### config.mk
export PLATFORM = sky130hd
export DESIGN_NAME = multicycle_control_unit_flat
export DESIGN_NICKNAME = d
export VERILOG_FILES = /design/src/rtl/multicycle_control_unit_if.sv /design/src/rtl/multicycle_control_unit.sv /design/src/flat_wrapper.sv
export SDC_FILE = /design/constraint.sdc
export NUM_CORES = 1
export LEC_CHECK = 0
export ABC_AREA = 1
export BUFFER_PORTS_ARGS = -buffer_cell sky130_fd_sc_hd__buf_2
export CAP_MARGIN = 20
export CELL_PAD_IN_SITES_DETAIL_PLACEMENT = 1
export CELL_PAD_IN_SITES_GLOBAL_PLACEMENT = 1
export CORE_MARGIN = 3
export CORE_UTILIZATION = 36
export CTS_CLUSTER_SIZE = 12
export DETAILED_ROUTE_END_ITERATION = 8
export PLACE_DENSITY = 0.92
export SYNTH_ARGS = -nofsm -noshare
export SYNTH_HDL_FRONTEND = slang
export SYNTH_SLANG_ARGS = --single-unit
export TNS_END_PERCENT = 30
### constraint.sdc
create_clock -name clk -period 5 [get_ports clk]
set_input_delay 1 -clock clk [delete_from_list [all_inputs] [get_ports clk]]
set_output_delay 1 -clock clk [all_outputs]
set_load 0.05 [all_outputs]
### src/rtl/multicycle_control_unit_if.sv
// Control/status bundle between the multicycle control FSM and the RV32-subset datapath.
// master = control unit (drives enables), slave = datapath (drives instruction, flags, memory ready).
interface multicycle_control_unit_if #(
  parameter int CNT_W = 16
);
  logic [31:0]      instruction;
  logic             zero;
  logic             mem_ready;
  logic [3:0]       aluop;
  logic             pcsrc;
  logic             pcwrite;
  logic             irwrite;
  logic             alusrc;
  logic             memtoread;
  logic             memwrite;
  logic             memtoreg;
  logic             regwrite;
  logic             illegal;
  logic [3:0]       state;
  logic [CNT_W-1:0] instr_count;

  modport master (
    input  instruction, zero, mem_ready,
    output aluop, pcsrc, pcwrite, irwrite, alusrc, memtoread, memwrite,
           memtoreg, regwrite, illegal, state, instr_count
  );

  modport slave (
    output instruction, zero, mem_ready,
    input  aluop, pcsrc, pcwrite, irwrite, alusrc, memtoread, memwrite,
           memtoreg, regwrite, illegal, state, instr_count
  );
endinterface

### src/rtl/multicycle_control_unit.sv
// Multicycle RV32-subset control FSM (3-5 cycles/instr) with retire counter and illegal/timeout trap.
// Enables are combinational from state and inputs; FETCH/MEM stall on mem_ready low, trapping after MEM_TIMEOUT low cycles.
module multicycle_control_unit #(
  parameter int CNT_W       = 16,
  parameter int MEM_TIMEOUT = 15,
  parameter bit EN_ADDI     = 1'b1
) (
  input logic                       clk,
  input logic                       rst,
  multicycle_control_unit_if.master bus
);
  typedef enum logic [3:0] {
    S_IDLE   = 4'd0,
    S_FETCH  = 4'd1,
    S_DECODE = 4'd2,
    S_ADDR   = 4'd3,
    S_MEM    = 4'd4,
    S_EXEC   = 4'd5,
    S_WB     = 4'd6,
    S_BRANCH = 4'd7,
    S_TRAP   = 4'd8
  } state_t;

  localparam int         WW        = (MEM_TIMEOUT > 0) ? $clog2(MEM_TIMEOUT + 1) : 1;
  localparam logic [6:0] OP_LOAD   = 7'b0000011;
  localparam logic [6:0] OP_STORE  = 7'b0100011;
  localparam logic [6:0] OP_RTYPE  = 7'b0110011;
  localparam logic [6:0] OP_ITYPE  = 7'b0010011;
  localparam logic [6:0] OP_BRANCH = 7'b1100011;
  localparam logic [3:0] ALU_AND   = 4'b0000;
  localparam logic [3:0] ALU_OR    = 4'b0001;
  localparam logic [3:0] ALU_ADD   = 4'b0010;
  localparam logic [3:0] ALU_SUB   = 4'b0110;
  localparam logic [3:0] ALU_NONE  = 4'b1111;

  state_t           state_q, state_nxt;
  logic [WW-1:0]    wait_q;
  logic [CNT_W-1:0] cnt_q;
  logic             illegal_q;

  logic [6:0] opcode;
  logic [2:0] funct3;
  logic       funct7b5;
  logic       is_load, is_addi, rtype_ok, addi_ok;
  logic       mem_state, timeout, retire;
  logic [3:0] exec_op;

  assign opcode    = bus.instruction[6:0];
  assign funct3    = bus.instruction[14:12];
  assign funct7b5  = bus.instruction[30];
  assign is_load   = (opcode == OP_LOAD);
  assign is_addi   = (opcode == OP_ITYPE);
  assign rtype_ok  = (opcode == OP_RTYPE) &&
                     ((funct3 == 3'b000) || (funct3 == 3'b110) || (funct3 == 3'b111));
  assign addi_ok   = EN_ADDI && is_addi && (funct3 == 3'b000);
  assign mem_state = (state_q == S_FETCH) || (state_q == S_MEM);

  // Fires on the low cycle that would bring the wait count up to the limit; ready that cycle wins.
  generate
    if (MEM_TIMEOUT > 0) begin : g_timeout
      assign timeout = mem_state && !bus.mem_ready && (wait_q == WW'(MEM_TIMEOUT - 1));
    end else begin : g_no_timeout
      assign timeout = 1'b0;
    end
  endgenerate

  always_comb begin
    exec_op = ALU_ADD;
    if (opcode == OP_RTYPE) begin
      case (funct3)
        3'b000:  exec_op = funct7b5 ? ALU_SUB : ALU_ADD;
        3'b110:  exec_op = ALU_OR;
        3'b111:  exec_op = ALU_AND;
        default: exec_op = ALU_ADD;
      endcase
    end
  end

  always_comb begin
    state_nxt     = state_q;
    bus.aluop     = ALU_NONE;
    bus.pcsrc     = 1'b0;
    bus.pcwrite   = 1'b0;
    bus.irwrite   = 1'b0;
    bus.alusrc    = 1'b0;
    bus.memtoread = 1'b0;
    bus.memwrite  = 1'b0;
    bus.memtoreg  = 1'b0;
    bus.regwrite  = 1'b0;
    case (state_q)
      S_IDLE: state_nxt = S_FETCH;
      S_FETCH: begin
        bus.memtoread = !timeout;
        if (bus.mem_ready) begin
          bus.irwrite = 1'b1;
          bus.pcwrite = 1'b1;
          state_nxt   = S_DECODE;
        end else if (timeout) begin
          state_nxt = S_TRAP;
        end
      end
      S_DECODE: begin
        if (opcode == OP_BRANCH)                         state_nxt = S_BRANCH;
        else if ((opcode == OP_LOAD) || (opcode == OP_STORE)) state_nxt = S_ADDR;
        else if (rtype_ok || addi_ok)                    state_nxt = S_EXEC;
        else                                             state_nxt = S_TRAP;
      end
      S_ADDR: begin
        bus.alusrc = 1'b1;
        bus.aluop  = ALU_ADD;
        state_nxt  = S_MEM;
      end
      S_MEM: begin
        bus.aluop     = ALU_AND;
        bus.memtoread = is_load && !timeout;
        bus.memwrite  = !is_load && !timeout;
        if (bus.mem_ready)  state_nxt = is_load ? S_WB : S_FETCH;
        else if (timeout)   state_nxt = S_TRAP;
      end
      S_EXEC: begin
        bus.alusrc = is_addi;
        bus.aluop  = exec_op;
        state_nxt  = S_WB;
      end
      S_WB: begin
        bus.regwrite = 1'b1;
        bus.memtoreg = is_load;
        state_nxt    = S_FETCH;
      end
      S_BRANCH: begin
        bus.aluop = ALU_SUB;
        if (bus.zero) begin
          bus.pcwrite = 1'b1;
          bus.pcsrc   = 1'b1;
        end
        state_nxt = S_FETCH;
      end
      S_TRAP:  state_nxt = S_TRAP;
      default: state_nxt = S_IDLE;
    endcase
  end

  // Every path back to FETCH from WB, BRANCH or MEM completes an instruction.
  assign retire = (state_nxt == S_FETCH) &&
                  ((state_q == S_WB) || (state_q == S_BRANCH) || (state_q == S_MEM));

  always_ff @(posedge clk or posedge rst) begin
    if (rst) begin
      state_q   <= S_IDLE;
      wait_q    <= '0;
      cnt_q     <= '0;
      illegal_q <= 1'b0;
    end else begin
      state_q <= state_nxt;
      if ((state_nxt != state_q) && ((state_nxt == S_FETCH) || (state_nxt == S_MEM)))
        wait_q <= '0;
      else if (mem_state && !bus.mem_ready)
        wait_q <= wait_q + 1'b1;
      if (retire)
        cnt_q <= cnt_q + 1'b1;
      if (state_nxt == S_TRAP)
        illegal_q <= 1'b1;
    end
  end

  assign bus.illegal     = illegal_q;
  assign bus.state       = state_q;
  assign bus.instr_count = cnt_q;
endmodule

### src/flat_wrapper.sv
// flat-port wrapper written by rule: the top's interface ports become plain ports
module multicycle_control_unit_flat 
#(
  parameter int CNT_W       = 16,
  parameter int MEM_TIMEOUT = 15,
  parameter bit EN_ADDI     = 1'b1
)
  (clk, rst, bus_instruction, bus_zero, bus_mem_ready, bus_aluop, bus_pcsrc, bus_pcwrite, bus_irwrite, bus_alusrc, bus_memtoread, bus_memwrite, bus_memtoreg, bus_regwrite, bus_illegal, bus_state, bus_instr_count);
  multicycle_control_unit_if #(.CNT_W(CNT_W)) bus_i ();
  input logic clk;
  input logic rst;
  input wire logic [$bits(bus_i.instruction)-1:0] bus_instruction;
  input wire logic [$bits(bus_i.zero)-1:0] bus_zero;
  input wire logic [$bits(bus_i.mem_ready)-1:0] bus_mem_ready;
  output wire logic [$bits(bus_i.aluop)-1:0] bus_aluop;
  output wire logic [$bits(bus_i.pcsrc)-1:0] bus_pcsrc;
  output wire logic [$bits(bus_i.pcwrite)-1:0] bus_pcwrite;
  output wire logic [$bits(bus_i.irwrite)-1:0] bus_irwrite;
  output wire logic [$bits(bus_i.alusrc)-1:0] bus_alusrc;
  output wire logic [$bits(bus_i.memtoread)-1:0] bus_memtoread;
  output wire logic [$bits(bus_i.memwrite)-1:0] bus_memwrite;
  output wire logic [$bits(bus_i.memtoreg)-1:0] bus_memtoreg;
  output wire logic [$bits(bus_i.regwrite)-1:0] bus_regwrite;
  output wire logic [$bits(bus_i.illegal)-1:0] bus_illegal;
  output wire logic [$bits(bus_i.state)-1:0] bus_state;
  output wire logic [$bits(bus_i.instr_count)-1:0] bus_instr_count;
  assign bus_i.instruction = bus_instruction;
  assign bus_i.zero = bus_zero;
  assign bus_i.mem_ready = bus_mem_ready;
  assign bus_aluop = bus_i.aluop;
  assign bus_pcsrc = bus_i.pcsrc;
  assign bus_pcwrite = bus_i.pcwrite;
  assign bus_irwrite = bus_i.irwrite;
  assign bus_alusrc = bus_i.alusrc;
  assign bus_memtoread = bus_i.memtoread;
  assign bus_memwrite = bus_i.memwrite;
  assign bus_memtoreg = bus_i.memtoreg;
  assign bus_regwrite = bus_i.regwrite;
  assign bus_illegal = bus_i.illegal;
  assign bus_state = bus_i.state;
  assign bus_instr_count = bus_i.instr_count;
  multicycle_control_unit #(.CNT_W(CNT_W), .MEM_TIMEOUT(MEM_TIMEOUT), .EN_ADDI(EN_ADDI)) u_core (.clk(clk), .rst(rst), .bus(bus_i));
endmodule
### Word level (Yosys, flattened, before mapping)

Index checks and enable logic that the tools add are counted.

| storage, ports and cells | value |
|---|---|
| register bits | 25 |
| latch bits | 0 |
| bits in writable memories | 0 |
| ROM bits | 0 |
| bits of input ports | 36 |
| logic and storage cells | 73 |
| memories | 0 |

| cells by class | value |
|---|---|
| $add $sub $neg | 2 |
| multiply operators | 0 |
| divide/modulo/power cells | 0 |
| $lt $le $gt $ge | 0 |
| eq/ne operators | 20 |
| shift operators | 0 |
| multiplexer cells | 24 |
| bitwise gates (word level) | 0 |
| reduce and logical (&&, ||, !) cells | 23 |

Operators by type and width:

| operator | count |
|---|---|
| $mux W4 | 9 |
| $pmux W4 S7 | 1 |
| $eq A4 B3 Y1 const B | 5 |
| $add A16 B1 Y16 const B | 1 |
| $pmux W4 S4 | 1 |
| $eq A7 B6 Y1 const B | 2 |
| $eq A4 B4 Y1 const B | 3 |
| $pmux W4 S3 | 1 |
| $eq A4 B1 Y1 const B | 2 |
| $eq A4 B2 Y1 const B | 2 |
| $logic_and A1 B1 Y1 | 8 |
| $logic_or A1 B1 Y1 | 8 |
| $eq A7 B2 Y1 const B | 1 |
| $eq A7 B5 Y1 const B | 1 |
| $eq A7 B7 Y1 const B | 1 |
| $mux W1 | 7 |
| $eq A3 B3 Y1 const B | 2 |
| $mux W3 | 2 |
| $pmux W1 S2 | 3 |
| $add A4 B1 Y4 const B | 1 |
| $logic_not A4 Y1 | 1 |
| $ne A4 B4 Y1 | 1 |
| $logic_not A1 Y1 | 3 |
| $logic_not A3 Y1 | 1 |
| other kinds (2) | 2 |

### Logic depth before layout (Yosys ltp)

Gate-level depths: netlist of run 1.

| logic depth | value |
|---|---|
| depth after elaboration | 13 |
| gate-level depth with buffers | 13 |
| depth with buffers taken out | 13 |

### Worst setup path after synthesis of run 1

Ideal clock, no wire load.

| timing | value |
|---|---|
| kind | input-to-output |
| start point | input bus_instruction[6] |
| end point | output bus_aluop[0] |
| data arrival time | 2,556 ps |
| slack | 1,444 ps |
| stages on the path | 5 |
| cells stage by stage | inv_1 > nand3_1 > nor3_1 > nand2_1 > o21ai_0 |

| on the way | value |
|---|---|
| cells in the longest elaborated chain, start to end | 3 |

Ends and longest elaborated chain:

| item | line | text |
|---|---|---|
| start, declared | flat_wrapper.sv:12 | `input wire logic [$bits(bus_i.instruction)-1:0] bus_instruction;` |
| $eq A7 B6 Y1 | multicycle_control_unit.sv:69 | `if (opcode == OP_RTYPE) begin` |
| $mux W4 | multicycle_control_unit.sv:69 |  |
| $pmux W4 S4 | multicycle_control_unit.sv:90 | `case (state_q)` |
| end, declared | flat_wrapper.sv:15 | `output wire logic [$bits(bus_i.aluop)-1:0] bus_aluop;` |

Every way passes these cells.

### Worst setup path in the final report of run 1

Ends and elaborated chain as after synthesis.

==> results.py, run 1 <==
metrics = {
    "synth": {
        "synthXorXnorAreaFrac": 0.0933,
        "ys_warn_count": 0,
        "synth_edf_count": 0,
        "async_flop_share": 1.00,
        "ys_ff_latch": 25,
        "syn_inst": 233,
        "synthMuxAreaShare": 0,
        "synthSimpleGateAreaFrac": 0.380,
        "avgSynthCellArea_um2": 7.25,
        "netlist_area_um2": 1690,
        "synth_ff_type": "dfrtp_1",
        "synth_fa_ha_area_frac": 0.0222,
        "synth_top_family_by_area": "simple AND/OR/NAND/NOR gates",
        "yosysSeqAreaShare": 0.370,
        "synth-compound-area-share": 0.0429,
        "synth_cell_types": 26,
        "synth_nets": 272,
    },
    "floorplan": {
        "core_area_um2": 4440,
        "dieArea_um2": 5550,
        "start_util": 0.380,
        "row_count": 24,
        "io_pins": 69,
        "die_y_um": 74.5,
        "die_x_um": 74.5,
    },
    "detailed_routing": {
        "ant_nets": 0,
        "post_drt_wl_per_cell_um": 14.3,
        "route.detailed.drc": 0,
        "finalWirelength_mm": 4.83,
        "dr_total_vias": 1682,
        "drt_first_pass_iters": 4,
        "drtIter0Drc": 59,
        "via_per_inst": 4.99,
    },
    "sta": {
        "worst_pin_slew_ns": 0.426,
        "post-route-period-util": 0.641,
        "rsz0062_at_grt": "false",
        "finalSetupViolations": 0,
        "finalSetupTns_ns": 0,
        "fmax_mhz": 312,
        "final_hold_viol_count": 0,
        "drv_slew": 0,
        "finalWorstSetupSlack_ns": 1.80,
        "skew_ns": 0.00490,
        "relSlewSlack": 0.714,
        "min_period_ns": 3.20,
    },
    "final_layout": {
        "num_antenna_cells": 0,
        "nNetsFinal": 325,
        "multiInputGateArea_um2": 911,
        "final_cell_mix": "buf_2, nand2_1, inv_1",
        "num-fill-cells": 606,
        "area_growth_pct": 22.1,
        "regArea_um2": 626,
        "mostFrequentLayoutCell": "buf_2",
        "drive_gt1_frac": 0.263,
    },
    "setup_path": {
        "arrival_ns": 2.20,
        "cp-start-kind": "input port",
        "critPathMaxFanout": 5,
        "crit_type": "input port to output pin",
        "crit_required_ns": 4.00,
        "endpoint_kind": "output pin",
    },
    "cts": {
        "cts_buffers": 3,
        "tritoncts": "built",
        "cts_root_buf": "clkbuf_8",
        "worst_skew_pair.late_latency_ns": 0.27,
        "ctsHoldBuffers": 0,
        "cts.clk_slew.worst_paths_ns": 0.09,
        "cts_resized": 0,
        "htreeDepth": 1,
        "cts_sinks": 25,
        "cts_setup_buffers": 0,
        "clockBufferDepth": 2,
    },
    "place": {
        "io_buffers": 47,
        "place_ws_ns": 1.80,
        "gp_congestion": 0.786,
        "post-dp-hpwl_mm": 3.99,
    },
    "job": {
        "maxCapViolCount": 0,
    },
    "power_and_ir_drop": {
        "p_int_w": 0.000445,
        "net-switching-power_w": 0.000548,
        "power_frac_clock": 0.122,
        "combPwrFrac": 0.593,
        "ir_worst_vdd_v": 0.000236,
        "seqPwrFrac": 0.285,
        "leakage_nw": 1.14,
        "switching_share": 0.552,
        "power_density_nw_per_um2": 481,
    },
    "global_routing": {
        "track_usage": 0.182,
        "antenna_found_initial": 0,
        "grt_pass1_vias": 1715,
        "globalRouteOverflowTotal": 0,
        "grt_max_degree": 26,
        "grt_pass1_wl_mm": 7.92,
    },
    "outcome": {
        "status": "complete, no violations",
    },
    "hold_path": {
        "hold_path.class": "register to register",
    },
}
## final cells by class
cell class | count | share of cell area
multi-input cells | 167 | 0.441
clock buffers | 4 | 0.0218
well taps | 52 | 0.0315
inverters | 41 | 0.0746
repair buffers | 48 | 0.127
flip-flops and latches | 25 | 0.303
## registers in the layout (all words and copies together), names as in the netlist
name,flops
u_core.bus.illegal,1
u_core.bus.instr_count,16
u_core.wait_q,4
u_core.bus.state,4
## kinds of logic (layout without fill, tap and decap cells)
| kind of cell | count (synthesis) | in the layout |
|---|---|---|
| compound gates | 11 | 11 |
| xor+xnor | 18 | 18 |
| fa+ha+maj | 3 | 3 |
| buf+inv | 41 | 93 |
| flops | 25 | 25 |
| simple gates | 135 | 135 |
## per-stage QoR
stage | utilization | total power [W] | cells | hold slack (ns) | cell area (um2)
after CTS | 0.458 | 0.000996 | 336 | 0.486 | 2040
after floorplan | - | 0.000729 | 233 | 0.520 | 1690
final | 0.464 | 0.000993 | 337 | 0.482 | 2060
after global routing | 0.464 | 0.00106 | 337 | 0.504 | 2060
after detailed placement | 0.448 | 0.000871 | 332 | 0.454 | 1990
after global placement | 0.448 | 0.000844 | 332 | 0.453 | 1990
## cell usage after synthesis, types with 3 or more instances
cell type   n  area, um2
nor2_1     36        135
xor2_1     15        131
a21oi_1     3       15.0
inv_1      38        143
nor2_2      5       31.3
nand4_1     4       25.0
nand3_1    21        105
inv_2       3       11.3
xnor2_1     3       26.3
nand2_1    44        165
nand2_2     7       43.8
nor3_1      8       40.0
o22ai_1     3       18.8
o21ai_0     3       15.0
ha_1        3       37.5
dfrtp_1    25        626
## final timing paths
kind,from,endpoint,slack [ns],depth (start not counted)
max,bus_instruction[6],bus_aluop[0],1.80,7
min,u_core.bus.illegal$_DFFE_PP0N_,u_core.bus.illegal$_DFFE_PP0N_,0.48,1
max reg2reg,u_core.bus.state[3]$_DFF_PP0_,u_core.wait_q[1]$_DFFE_PP0P_,2.94,11
min reg2reg,u_core.bus.illegal$_DFFE_PP0N_,u_core.bus.illegal$_DFFE_PP0N_,0.48,1
max in group asynchronous,rst,u_core.bus.instr_count[9]$_DFFE_PP0P_,4.04,3
min in group asynchronous,rst,u_core.wait_q[2]$_DFFE_PP0P_,0.60,2
## routing by layer
metal | vias up | GRT usage | wire [um] | part of all wire
li1 | 827 | - | - | -
met4 | 0 | 0.0296 | 19 | 0.0039
met2 | 17 | 0.349 | 2680 | 0.55
met5 | - | 0 | 0 | 0
met3 | 2 | 0.0338 | 92 | 0.019
met1 | 836 | 0.210 | 2040 | 0.42
## worst max-delay path: stages
cell,delay [ns]
buf_2,0.11
inv_1,0.12
nand3_1,0.12
nor3_1,0.32
nand2_1,0.08
o21ai_0,0.15
buf_2,0.29
## power groups by stage
stage / registers, W / logic, W / clock network (W)
after global placement: 0.000284 / 0.000560 / 0
after detailed placement: 0.000286 / 0.000586 / 0
after CTS: 0.000282 / 0.000589 / 0.000125
after global routing: 0.000288 / 0.000642 / 0.000134
after floorplan: 0.000360 / 0.000369 / 0
final: 0.000283 / 0.000589 / 0.000121
No activity file was read; power rests on OpenSTA's default activity.
==> inputs of run 2 (changes only) <==
- CORE_UTILIZATION: 36 -> 30
- PLACE_DENSITY: 0.92 -> 0.83
- clock period: 5 -> 2.8 ns (I/O delays scaled with it)
==> results.py, run 2 (same netlist as run 1, synthesis figures left out) <==
metrics = {
    "sta": {
        "finalSetupTns_ns": 0,
        "rsz0062_at_grt": "false",
        "fmax_mhz": 421,
        "fin_hold_ws_ns": 0.464,
        "post-route-period-util": 0.849,
        "min_period_ns": 2.38,
        "final_hold_viol_count": 0,
        "worst_pin_slew_ns": 0.942,
        "drv_slew": 0,
        "relSlewSlack": 0.371,
        "finalSetupViolations": 0,
        "skew_ns": 0.00249,
    },
    "power_and_ir_drop": {
        "ir_worst_vdd_v": 0.000351,
        "power_frac_clock": 0.123,
        "seqPwrFrac": 0.288,
        "net-switching-power_w": 0.000960,
        "switching_share": 0.548,
        "p_int_w": 0.000792,
        "combPwrFrac": 0.589,
        "leakage_nw": 1.13,
        "power_density_nw_per_um2": 851,
    },
    "setup_path": {
        "crit_required_ns": 2.24,
        "cp-endpoint": "bus_alusrc",
        "path_cells": "inv_1 -> nand2_2 -> nor2_1 -> nor2_1 -> nor2_1 -> buf_2",
        "arrival_ns": 1.82,
        "critPathMaxFanout": 7,
        "cp-start-kind": "register",
        "rr_startpoint": "u_core.bus.state[3]$_DFF_PP0_",
        "slowest_stage": "dfrtp_1",
        "crit_start": "u_core.bus.state[3]$_DFF_PP0_",
        "crit_path_frequent_cell": "nor2_1",
        "regToRegSetupSlack_ns": 0.82,
        "r2r_cells": 11,
        "max_stage_delay_ns": 0.48,
        "endpoint_kind": "output pin",
        "reg2reg_to": "u_core.wait_q[0]$_DFFE_PP0P_",
        "crit_type": "register to output pin",
    },
    "final_layout": {
        "final_cell_mix": "buf_2, nand2_1, inv_1",
        "nNetsFinal": 324,
        "drive_gt1_frac": 0.261,
        "area_growth_pct": 21.8,
        "num_antenna_cells": 0,
        "largest_reg_flops": 16,
        "mostFrequentLayoutCell": "buf_2",
    },
    "floorplan": {
        "die_x_um": 81.1,
        "dieArea_um2": 6570,
        "io_pins": 69,
        "row_count": 26,
        "start_util": 0.321,
        "die_y_um": 81.1,
        "core_area_um2": 5270,
    },
    "detailed_routing": {
        "route.detailed.drc": 0,
        "drt_first_pass_iters": 4,
        "finalWirelength_mm": 4.58,
        "via_per_inst": 4.65,
        "post_drt_wl_per_cell_um": 12.9,
        "dr_total_vias": 1647,
        "ant_nets": 0,
        "drtIter0Drc": 35,
    },
    "place": {
        "post-dp-hpwl_mm": 3.77,
        "io_buffers": 47,
        "gp_congestion": 0.775,
    },
    "cts": {
        "cts_sinks": 25,
        "cts_resized": 0,
        "worst_skew_pair.late_latency_ns": 0.27,
        "tritoncts": "built",
        "ctsHoldBuffers": 0,
        "cts_setup_buffers": 0,
        "cts_root_buf": "clkbuf_8",
        "htreeDepth": 1,
        "clockBufferDepth": 2,
        "cts.clk_slew.worst_paths_ns": 0.08,
        "cts_buffers": 3,
    },
    "job": {
        "maxCapViolCount": 0,
    },
    "global_routing": {
        "busiest_layer": "met2",
        "gr-usage-met1": 0.170,
        "antenna_found_initial": 0,
        "grt_pass1_vias": 1692,
        "grtUsageMet2": 0.297,
        "grt_use_met3": 0.0233,
        "grt_pass1_wl_mm": 7.80,
        "grt_max_degree": 26,
        "globalRouteOverflowTotal": 0,
        "track_usage": 0.151,
    },
    "hold_path": {
        "hold_path.class": "register to register",
        "min_from": "u_core.bus.instr_count[15]$_DFFE_PP0P_",
    },
    "outcome": {
        "status": "complete, no violations",
    },
}
==> run 2: power groups by stage <==
stage                     clock network (W)  logic, W  registers (W)
after floorplan                           0  0.000660       0.000643
after global placement                    0   0.00101       0.000510
after detailed placement                  0   0.00104       0.000514
after CTS                          0.000223   0.00104       0.000506
after global routing               0.000233   0.00113       0.000519
final                              0.000216   0.00103       0.000504
==> run 2: final cells by class <==
type,instances,area (um2)
well taps,70,87.6
fillers,722,3210
inverters,41,154
flip-flops and latches,25,626
multi-input cells,167,911
repair buffers,47,235
clock buffers,4,45.0
==> run 2: through the flow <==
stage	instance area, um2	worst slack (ns)	instances	total power, W	utilization
after floorplan	1690	0.0970	233	0.00130	-
after global placement	2010	0.602	350	0.00152	0.382
after detailed placement	2010	0.573	350	0.00155	0.382
after CTS	2060	0.395	354	0.00177	0.391
after global routing	2060	0.225	354	0.00188	0.391
final	2060	0.423	354	0.00175	0.391
==> run 2: how the worst min path moves through the flow <==
| stage | cells after the start | end |
|---|---|---|
| 4_1_cts | 1 | u_core.bus.instr_count[15]$_DFFE_PP0P_ |
| 5_1_grt | 1 | u_core.bus.instr_count[15]$_DFFE_PP0P_ |
| 3_3_place_gp | 1 | u_core.bus.instr_count[15]$_DFFE_PP0P_ |
| 2_1_floorplan | 2 | u_core.wait_q[3]$_DFFE_PP0P_ |
| 6_report | 1 | u_core.bus.instr_count[15]$_DFFE_PP0P_ |
| 3_5_place_dp | 1 | u_core.bus.illegal$_DFFE_PP0N_ |
==> run 2: worst max-delay path, delay by kind of cell, from the launching register on <==
family | cells | cell delay [ns]
simple gates | 4 | 0.65
flops | 1 | 0.48
buf+inv | 2 | 0.40
==> run 2: layer usage <==
metal	part of all wire	up-vias	wire length [um]
li1	-	825	-
met1	0.41	803	1870
met2	0.56	13	2570
met3	0.018	6	82
met4	0.012	0	53
met5	0	-	0
